File: config.mk
export PLATFORM = sky130hd
export DESIGN_NAME = cd_tx_bit_ctrl
export DESIGN_NICKNAME = d
export VERILOG_FILES = /design/src/rtl/cd_tx_bit_ctrl_pkg.sv /design/src/rtl/cd_baud_rate.sv /design/src/rtl/cd_tx_bit_ctrl.sv
export SDC_FILE = /design/constraint.sdc
export NUM_CORES = 1
export LEC_CHECK = 0
export CELL_PAD_IN_SITES_DETAIL_PLACEMENT = 1
export CELL_PAD_IN_SITES_GLOBAL_PLACEMENT = 2
export CORE_ASPECT_RATIO = 0.5
export CORE_MARGIN = 10
export CORE_UTILIZATION = 44
export CTS_BUF_LIST = sky130_fd_sc_hd__clkbuf_8
export CTS_CLUSTER_DIAMETER = 150
export DETAILED_ROUTE_END_ITERATION = 8
export DONT_BUFFER_PORTS = 1
export PLACE_DENSITY_LB_ADDON = 0.1
export SETUP_SLACK_MARGIN = 0.15
export SYNTH_ARGS = -nofsm -noshare
export SYNTH_HDL_FRONTEND = slang
export SYNTH_SLANG_ARGS = --single-unit
File: constraint.sdc
create_clock -name clk -period 12.2 [get_ports clk]
set_clock_uncertainty 0.2 [all_clocks]
set_input_delay 0.61 -clock clk [delete_from_list [all_inputs] [get_ports clk]]
set_output_delay 0.61 -clock clk [all_outputs]
set_load 0.03 [all_outputs]
File: src/rtl/cd_tx_bit_ctrl_pkg.sv
// CDBUS transmit bit controller shared types.
// State encoding and stop-bit range used by the TX bit path.
package cd_tx_bit_ctrl_pkg;

    typedef enum logic [1:0] {
        ST_IDLE,
        ST_START,
        ST_DATA,
        ST_STOP
    } tx_state_t;

    localparam int STOP_BITS_MIN = 1;
    localparam int STOP_BITS_MAX = 2;

    // Index of the final stop bit, clamped into the legal range.
    function automatic logic [2:0] stop_last(input int n);
        if (n <= STOP_BITS_MIN)
            return 3'd0;
        if (n >= STOP_BITS_MAX)
            return 3'(STOP_BITS_MAX - 1);
        return 3'(n - 1);
    endfunction

endpackage

File: src/rtl/cd_baud_rate.sv
// CDBUS baud generator: bit-boundary strobe and 3/4 sample strobe.
// Speed is chosen per bit period by sel (0 = low, 1 = high).
module cd_baud_rate #(
    parameter bit          FOR_TX   = 1'b1,
    parameter logic [15:0] INIT_VAL = 16'd0
) (
    input  logic        clk,
    input  logic        reset,
    input  logic        sync,
    input  logic        sel,
    input  logic [15:0] div_ls,
    input  logic [15:0] div_hs,
    output logic        inc,
    output logic        cap
);

    logic [15:0] cnt;
    logic [15:0] div;
    logic [15:0] cap_pt;

    assign div    = sel ? div_hs : div_ls;
    assign cap_pt = div - ((div + 16'd1) >> 2);
    assign inc    = (cnt >= div);
    assign cap    = (cnt == cap_pt);

    // A receiver resyncs to mid-period; a transmitter restarts the bit.
    always_ff @(posedge clk or posedge reset) begin
        if (reset)
            cnt <= INIT_VAL;
        else if (sync)
            cnt <= FOR_TX ? INIT_VAL : (div >> 1);
        else if (inc)
            cnt <= 16'd0;
        else
            cnt <= cnt + 16'd1;
    end

endmodule

File: src/rtl/cd_tx_bit_ctrl.sv
// CDBUS transmit bit controller: start/data/stop serialiser
// with arbitration-loss detection on the first byte of a frame.
module cd_tx_bit_ctrl
    import cd_tx_bit_ctrl_pkg::*;
#(
    parameter int STOP_BITS = 1
) (
    input  logic        clk,
    input  logic        reset,
    input  logic [15:0] div_ls,
    input  logic [15:0] div_hs,
    input  logic [7:0]  data,
    input  logic        data_valid,
    input  logic        data_last,
    output logic        data_ready,
    input  logic        arb_en,
    input  logic        rx,
    output logic        tx,
    output logic        tx_en,
    output logic        busy,
    output logic        lost,
    output logic        done
);

    localparam logic [2:0] LAST_STOP = stop_last(STOP_BITS);

    tx_state_t   state;
    logic        sel;
    logic        sync;
    logic        inc;
    logic        cap;
    logic [2:0]  bit_cnt;
    logic [7:0]  sreg;
    logic        last_q;
    logic        arb_q;
    logic        stop_end;
    logic        chain;
    logic        accept;
    logic        arb_hit;

    cd_baud_rate #(
        .FOR_TX   (1'b1),
        .INIT_VAL (16'd0)
    ) u_baud (
        .clk    (clk),
        .reset  (reset),
        .sync   (sync),
        .sel    (sel),
        .div_ls (div_ls),
        .div_hs (div_hs),
        .inc    (inc),
        .cap    (cap)
    );

    // Holding sync through idle keeps the first bit a full period.
    assign sync     = (state == ST_IDLE);
    assign stop_end = (state == ST_STOP) && inc && (bit_cnt == LAST_STOP);
    assign chain    = stop_end && !last_q && data_valid;
    assign accept   = !reset &&
                      (((state == ST_IDLE) && data_valid) || chain);
    assign data_ready = accept;
    assign arb_hit  = arb_q && cap && tx && !rx &&
                      ((state == ST_START) || (state == ST_DATA));

    always_ff @(posedge clk or posedge reset) begin
        if (reset) begin
            state   <= ST_IDLE;
            tx      <= 1'b1;
            tx_en   <= 1'b0;
            busy    <= 1'b0;
            lost    <= 1'b0;
            done    <= 1'b0;
            sel     <= 1'b0;
            bit_cnt <= 3'd0;
            sreg    <= 8'd0;
            last_q  <= 1'b0;
            arb_q   <= 1'b0;
        end else begin
            lost <= 1'b0;
            done <= 1'b0;
            if (accept) begin
                sreg    <= data;
                last_q  <= data_last;
                arb_q   <= (state == ST_IDLE) && arb_en;
                sel     <= !((state == ST_IDLE) && arb_en);
                tx      <= 1'b0;
                tx_en   <= 1'b1;
                busy    <= 1'b1;
                bit_cnt <= 3'd0;
                state   <= ST_START;
            end else if (arb_hit) begin
                lost  <= 1'b1;
                tx    <= 1'b1;
                tx_en <= 1'b0;
                busy  <= 1'b0;
                state <= ST_IDLE;
            end else if (inc) begin
                unique case (state)
                    ST_IDLE: ;
                    ST_START: begin
                        tx    <= sreg[0];
                        state <= ST_DATA;
                    end
                    ST_DATA: begin
                        if (bit_cnt == 3'd7) begin
                            tx      <= 1'b1;
                            bit_cnt <= 3'd0;
                            state   <= ST_STOP;
                        end else begin
                            tx      <= sreg[1];
                            sreg    <= sreg >> 1;
                            bit_cnt <= bit_cnt + 3'd1;
                        end
                    end
                    ST_STOP: begin
                        if (bit_cnt == LAST_STOP) begin
                            done    <= 1'b1;
                            tx      <= 1'b1;
                            tx_en   <= 1'b0;
                            busy    <= 1'b0;
                            bit_cnt <= 3'd0;
                            state   <= ST_IDLE;
                        end else begin
                            bit_cnt <= bit_cnt + 3'd1;
                        end
                    end
                endcase
            end
        end
    end

endmodule
==> qor.txt, run 1 <==
Post-synth EDFFs -> 0
Setup crit start -> sel
Tcrit/Tclk final -> 48.7%
post-DR wirelength/cell -> 20.0 um
PwrDens -> 195 nW/um^2
Final Max Slew Viols -> 0
CTS tree -> done
maximum vdd ir drop -> 0.0938 mV
Max Cap Viol -> 0
initial antenna violation count -> 0
Inserted Clock Buffers -> 5
CP max-delay cell -> dfrtp_1
CTS clk-pin slew, worst paths -> 80 ps
Mapped Area -> 3600 um^2
Req. time, crit path -> 12130 ps
clk buf depth -> 2
final design utilization -> 47.0%
initial core utilization -> 45.1%
Die H -> 84 um
clk_lat worst skew -> 290 ps
HPWL Detailed -> 8.42 mm
ys async rst share -> 100%
Worst-Margin Slew -> 1030 ps
DR vias -> 2987
Routed Wire Length -> 10.3 mm
Top Family by Delay on Critical Path -> simple AND/OR/NAND/NOR gates
biggest area consumer among synthesized cells -> dfrtp_1
arrival time worst endpoint -> 5880 ps
core region area -> 8000 um^2
DRC -> 0
Setup Crit Path Kind -> reg -> reg
CP Capture Type -> flip-flop
top cell type's share of synthesized area -> 24.3%
H-tree levels -> 2
Port Buffer Count -> 0
worst hold path class -> in -> async
Die X -> 148 um
Syn Nets -> 493
most common cell after layout, fill and taps aside -> ha_1
largest net degree at the start of global routing -> 40
hold_buf cts -> 0
CTS resizes -> 0
DIE AREA -> 12400 um^2
fin crit period -> 5940 ps
post-CTS setup buffers -> 0
WP buf/inv -> 0
most frequent cells in the layout -> ha_1, xnor2_1, dfrtp_1
main flop type after synthesis -> dfrtp_1
antenna viol nets, final -> 0
setup tns final -> 0 ps
status -> complete, no violations
grt ovf -> 0
worst path cell trace -> nand3_1 > a21oi_2 > and2_1 > and3_1 > nand4_2 > or3_1 > nor2_1 > nand2_1 > xnor2_1 > ha_1 > and3_1 > nand2_1 > or3_1 > o211ai_1 > xnor2_1 > o2111ai_2 > o211ai_4 > mux2i_1 > o21ai_1
I/O pin cnt -> 52
final hold vios -> 0
diode count -> 0
#FFs+latches synth -> 36
warnings from Yosys -> 0
# nets final -> 487
R2R Path Start -> sel
Leak Pwr -> 1.83 nW
Post-Synthesis Cells -> 408
RD Place Congestion -> 0.908
drt first-iter violations -> 138
RSZ-0062 raised after global routing -> no
Synth area leaders -> dfrtp_1, ha_1, xnor2_1, mux2i_1, nor2_1
CTS root buffer -> clkbuf_8
Sink Count -> 36
final-report setup violation count -> 0
hold slack -> 116 ps
CP peak stage delay -> 1030 ps
Row Count -> 23
Seq/Total Area, Yosys -> 25.0%
syn_area_per_cell -> 8.84 um^2
Yosys cell types -> 63
number of global-route vias before repair -> 3268
vias per cell -> 5.80
startpoint types -> flip-flop
share of cells above drive strength 1 -> 6.95%
first-pass GRT wire length -> 17.2 mm
Syn-to-layout area delta -> 4.20%
All-Layer GR Usage -> 16.9%
Rel. slew slack -> 31.4%
fmax -> 168 MHz
1st-pass router iterations -> 4
crit-path max FO -> 20
[power by group]
group | total (W) | switching (W) | leakage (nW) | internal (W)
clock | 0.0000812 | 0.0000428 | 0.0505 | 0.0000384
sequential | 0.000189 | 0.0000448 | 0.464 | 0.000145
combinational | 0.000461 | 0.000266 | 1.31 | 0.000195
[registers in the layout (all words and copies together), names as in the netlist]
name	count
tx	1
u_baud.cnt	16
state	2
arb_q	1
lost	1
sel	1
bit_cnt	3
busy	1
done	1
sreg	8
last_q	1
[per-stage QoR]
step / setup WS [ps] / total power, W / instances / area [um^2]
after floorplan: 7470 / 0.000537 / 408 / 3600
after global routing: 5820 / 0.000799 / 515 / 3760
after detailed placement: 6330 / 0.000645 / 507 / 3670
final: 6260 / 0.000732 / 515 / 3760
after CTS: 6260 / 0.000730 / 515 / 3760
after global placement: 6590 / 0.000626 / 507 / 3670
[Yosys cell counts, types with 6 or more instances]
cell type / instances
nand2_1: 29
nand2b_1: 7
nor2_1: 33
o21ai_1: 7
clkbuf_1: 6
o211ai_1: 6
ha_1: 38
inv_1: 31
nand4_1: 7
and3_1: 7
o21ai_0: 9
xnor2_1: 35
dfrtp_1: 35
mux2i_1: 23
a21o_1: 13
a21oi_1: 15
nand3_1: 15
xor2_1: 12
[final timing paths]
path,endpoint,slack (ps),depth (start not counted)
setup / recovery,sreg[0],6260,19
min in group clk,sel,190,1
max in group asynchronous,tx,11320,2
setup reg to reg,sreg[0],6260,19
hold / removal,bit_cnt[0],120,2
hold reg to reg,last_q,280,2
[logic make-up (layout without fill, tap and decap cells)]
| family | Yosys count | after routing | share of synthesized area [%] |
|---|---|---|---|
| AO/OA/AOI/OAI | 89 | 89 | 18.6 |
| XOR/XNOR | 48 | 48 | 11.9 |
| adder cells (fa/ha/maj) | 39 | 39 | 13.7 |
| buffers and inverters | 45 | 40 | 5.38 |
| flip-flops | 36 | 36 | 25.0 |
| multiplexers | 28 | 28 | 8.33 |
| AND/OR/NAND/NOR | 123 | 123 | 17.1 |
[layer usage]
metal	vias up	routed length [um]	GRT usage (%)
met5	-	0	0
met4	0	74	2.77
met3	8	521	3.08
met2	66	4600	26.4
met1	1470	5120	23.7
li1	1443	-	-
[cell type report]
class,count,area [um^2]
Clock buffer,5,68.8
Clock inverter,3,12.5
Fill cell,967,4240
Inverter,31,116
Multi-Input combinational cell,327,2510
Sequential cell,36,902
Tap cell,112,140
Timing Repair Buffer,1,7.51
No activity file was read; power rests on OpenSTA's default activity.
==> run 2: changes to the inputs <==
Settings changed: ABC_AREA from default to 1, CORE_UTILIZATION 44 to 33.
Clock period 12.2 ns to 5.3 ns, I/O delays scaled along.
==> qor.txt, run 2 <==
status -> complete, no violations
Post-synth EDFFs -> 0
initial core utilization -> 34.3%
H-tree levels -> 2
largest net degree at the start of global routing -> 37
CP peak stage delay -> 570 ps
CP max-delay cell -> dfrtp_2
fmax -> 220 MHz
arrival time worst endpoint -> 4580 ps
Seq/Total Area, Yosys -> 21.9%
ys async rst share -> 100%
main flop type after synthesis -> dfrtp_1
Worst-Margin Slew -> 825 ps
Syn Nets -> 724
clk buf depth -> 2
CTS root buffer -> clkbuf_8
Die X -> 178 um
Die H -> 99 um
most frequent cells in the layout -> nand2_1, inv_1, nor2_1
#FFs+latches synth -> 36
final hold vios -> 0
RSZ-0062 raised after global routing -> no
Mapped Area -> 4120 um^2
Inserted Clock Buffers -> 5
final-report setup violation count -> 0
most common cell after layout, fill and taps aside -> nand2_1
Commonest cells post-synth -> nand2_1, inv_1, nor2_1, nand3_1, ha_1
syn_area_per_cell -> 6.45 um^2
startpoint types -> flip-flop
CTS tree -> done
DR vias -> 3855
Biggest register -> u_baud.cnt
number of global-route vias before repair -> 3900
vias per cell -> 4.75
Leak Pwr -> 2.43 nW
Sink Count -> 36
Syn-to-layout area delta -> 7.41%
post-DR wirelength/cell -> 15.9 um
fin crit period -> 4550 ps
most frequent cell after synthesis -> nand2_1
most used cell, CP -> nand2_1
Setup Crit Path Kind -> reg -> reg
biggest area consumer among synthesized cells -> dfrtp_1
warnings from Yosys -> 0
crit-path max FO -> 18
setup tns final -> 0 ps
Setup crit start -> sel
HPWL Detailed -> 11.0 mm
I/O pin cnt -> 52
maximum vdd ir drop -> 0.0939 mV
Synth area leaders -> dfrtp_1, nand2_1, ha_1, inv_1, nand3_1
diode count -> 0
DIE AREA -> 17600 um^2
Req. time, crit path -> 5330 ps
drt first-iter violations -> 153
non-filler cells, final -> 811
top cell type's share of synthesized area -> 21.3%
Yosys cell types -> 44
PwrDens -> 247 nW/um^2
Final Max Slew Viols -> 0
All-Layer GR Usage -> 14.7%
RD Place Congestion -> 0.809
clk_lat worst skew -> 290 ps
CP Capture Type -> flip-flop
# nets final -> 730
grt ovf -> 0
Largest regs -> u_baud.cnt x16, sreg x8, bit_cnt x3
Post-Synthesis Cells -> 639
CTS clk-pin slew, worst paths -> 70 ps
R2R Path Start -> sel
antenna viol nets, final -> 0
max FFs per register -> 16
Port Buffer Count -> 0
1st-pass router iterations -> 4
initial antenna violation count -> 0
Tcrit/Tclk final -> 85.9%
share of cells above drive strength 1 -> 8.98%
Max Cap Viol -> 0
min-delay src -> arb_en
Cells after DPL -> 800
first-pass GRT wire length -> 20.9 mm
worst hold path class -> in -> reg
Row Count -> 28
core region area -> 12000 um^2
DRC -> 0
Rel. slew slack -> 44.4%
Routed Wire Length -> 12.9 mm
## run 2: cell count changes in the layout (fill, tap and decap cells not counted), sizes merged, moves of 11 or more
cell   before  now
or2         4   15
mux2i      25    0
inv        33   95
nand2      29  229
a21o       13    0
nor2       33   62
xnor2      36   11
nand3      16   47
## run 2: final cells by class
cell class	instances	area (um^2)
clock buffer	5	68.8
clock inverter	3	12.5
fill	1585	7590
inverter	94	358
multi-input combinational	498	2790
sequential	36	903
tap	165	206
timing repair buffer	10	82.6
## run 2: final timing paths
path	to	depth (start not counted)	slack, ps
max in group asynchronous	tx	3	4210
setup / recovery	sreg[2]	26	750
hold / removal	arb_q	2	20
hold reg to reg	sreg[4]	2	270
setup reg to reg	sreg[2]	26	750
min in group asynchronous	last_q	3	340
## run 2: cell families after synthesis
logic type               synth area share, %
XOR/XNOR                                5.32
buffers and inverters                   10.3
AND/OR/NAND/NOR                         43.8
AO/OA/AOI/OAI                           6.68
adder cells (fa/ha/maj)                 12.0
flip-flops                              21.9
## run 2: where the power goes
part           internal (W)  total (W)  switching [W]
registers          0.000307   0.000369      0.0000626
clock network     0.0000884   0.000185      0.0000965
logic              0.000207   0.000536       0.000329
total              0.000602    0.00109       0.000488
## run 2: what timing repair did
action	in CTS	in global routing
buffers inserted	0	0
hold buffers	3	0
endpoints found under the setup margin	0	11
endpoints found under the hold margin	37	0
gates resized for setup	0	1
## run 2: layer usage
layer | GRT usage, % | part of all wire (%) | wire [um]
met1 | 21.8 | 54 | 6930
met2 | 21.8 | 42 | 5390
met3 | 2.28 | 3.5 | 455
met4 | 2.29 | 0.68 | 87
met5 | 0 | 0 | 0
## run 2: stage by stage
stage | total power, W | hold slack, ps | instance area [um^2] | utilization (%) | setup WS (ps)
2_1_floorplan | 0.000765 | 182 | 4120 | - | 1760
3_3_place_gp | 0.000898 | 102 | 4310 | 35.9 | 567
3_5_place_dp | 0.000909 | 107 | 4310 | 35.9 | 511
4_1_cts | 0.00111 | 3.13 | 4420 | 36.8 | 529
5_1_grt | 0.00121 | 23.5 | 4420 | 36.8 | 251
6_report | 0.00109 | 15.9 | 4420 | 36.8 | 748
## run 2: worst max-delay path, delay by kind of cell, from the launching register on
kind	cells	cell delay (ps)
simple gates	20	2590
flops	1	570
compound gates	3	460
fa+ha+maj	1	320
buf+inv	1	200
xor+xnor	1	160
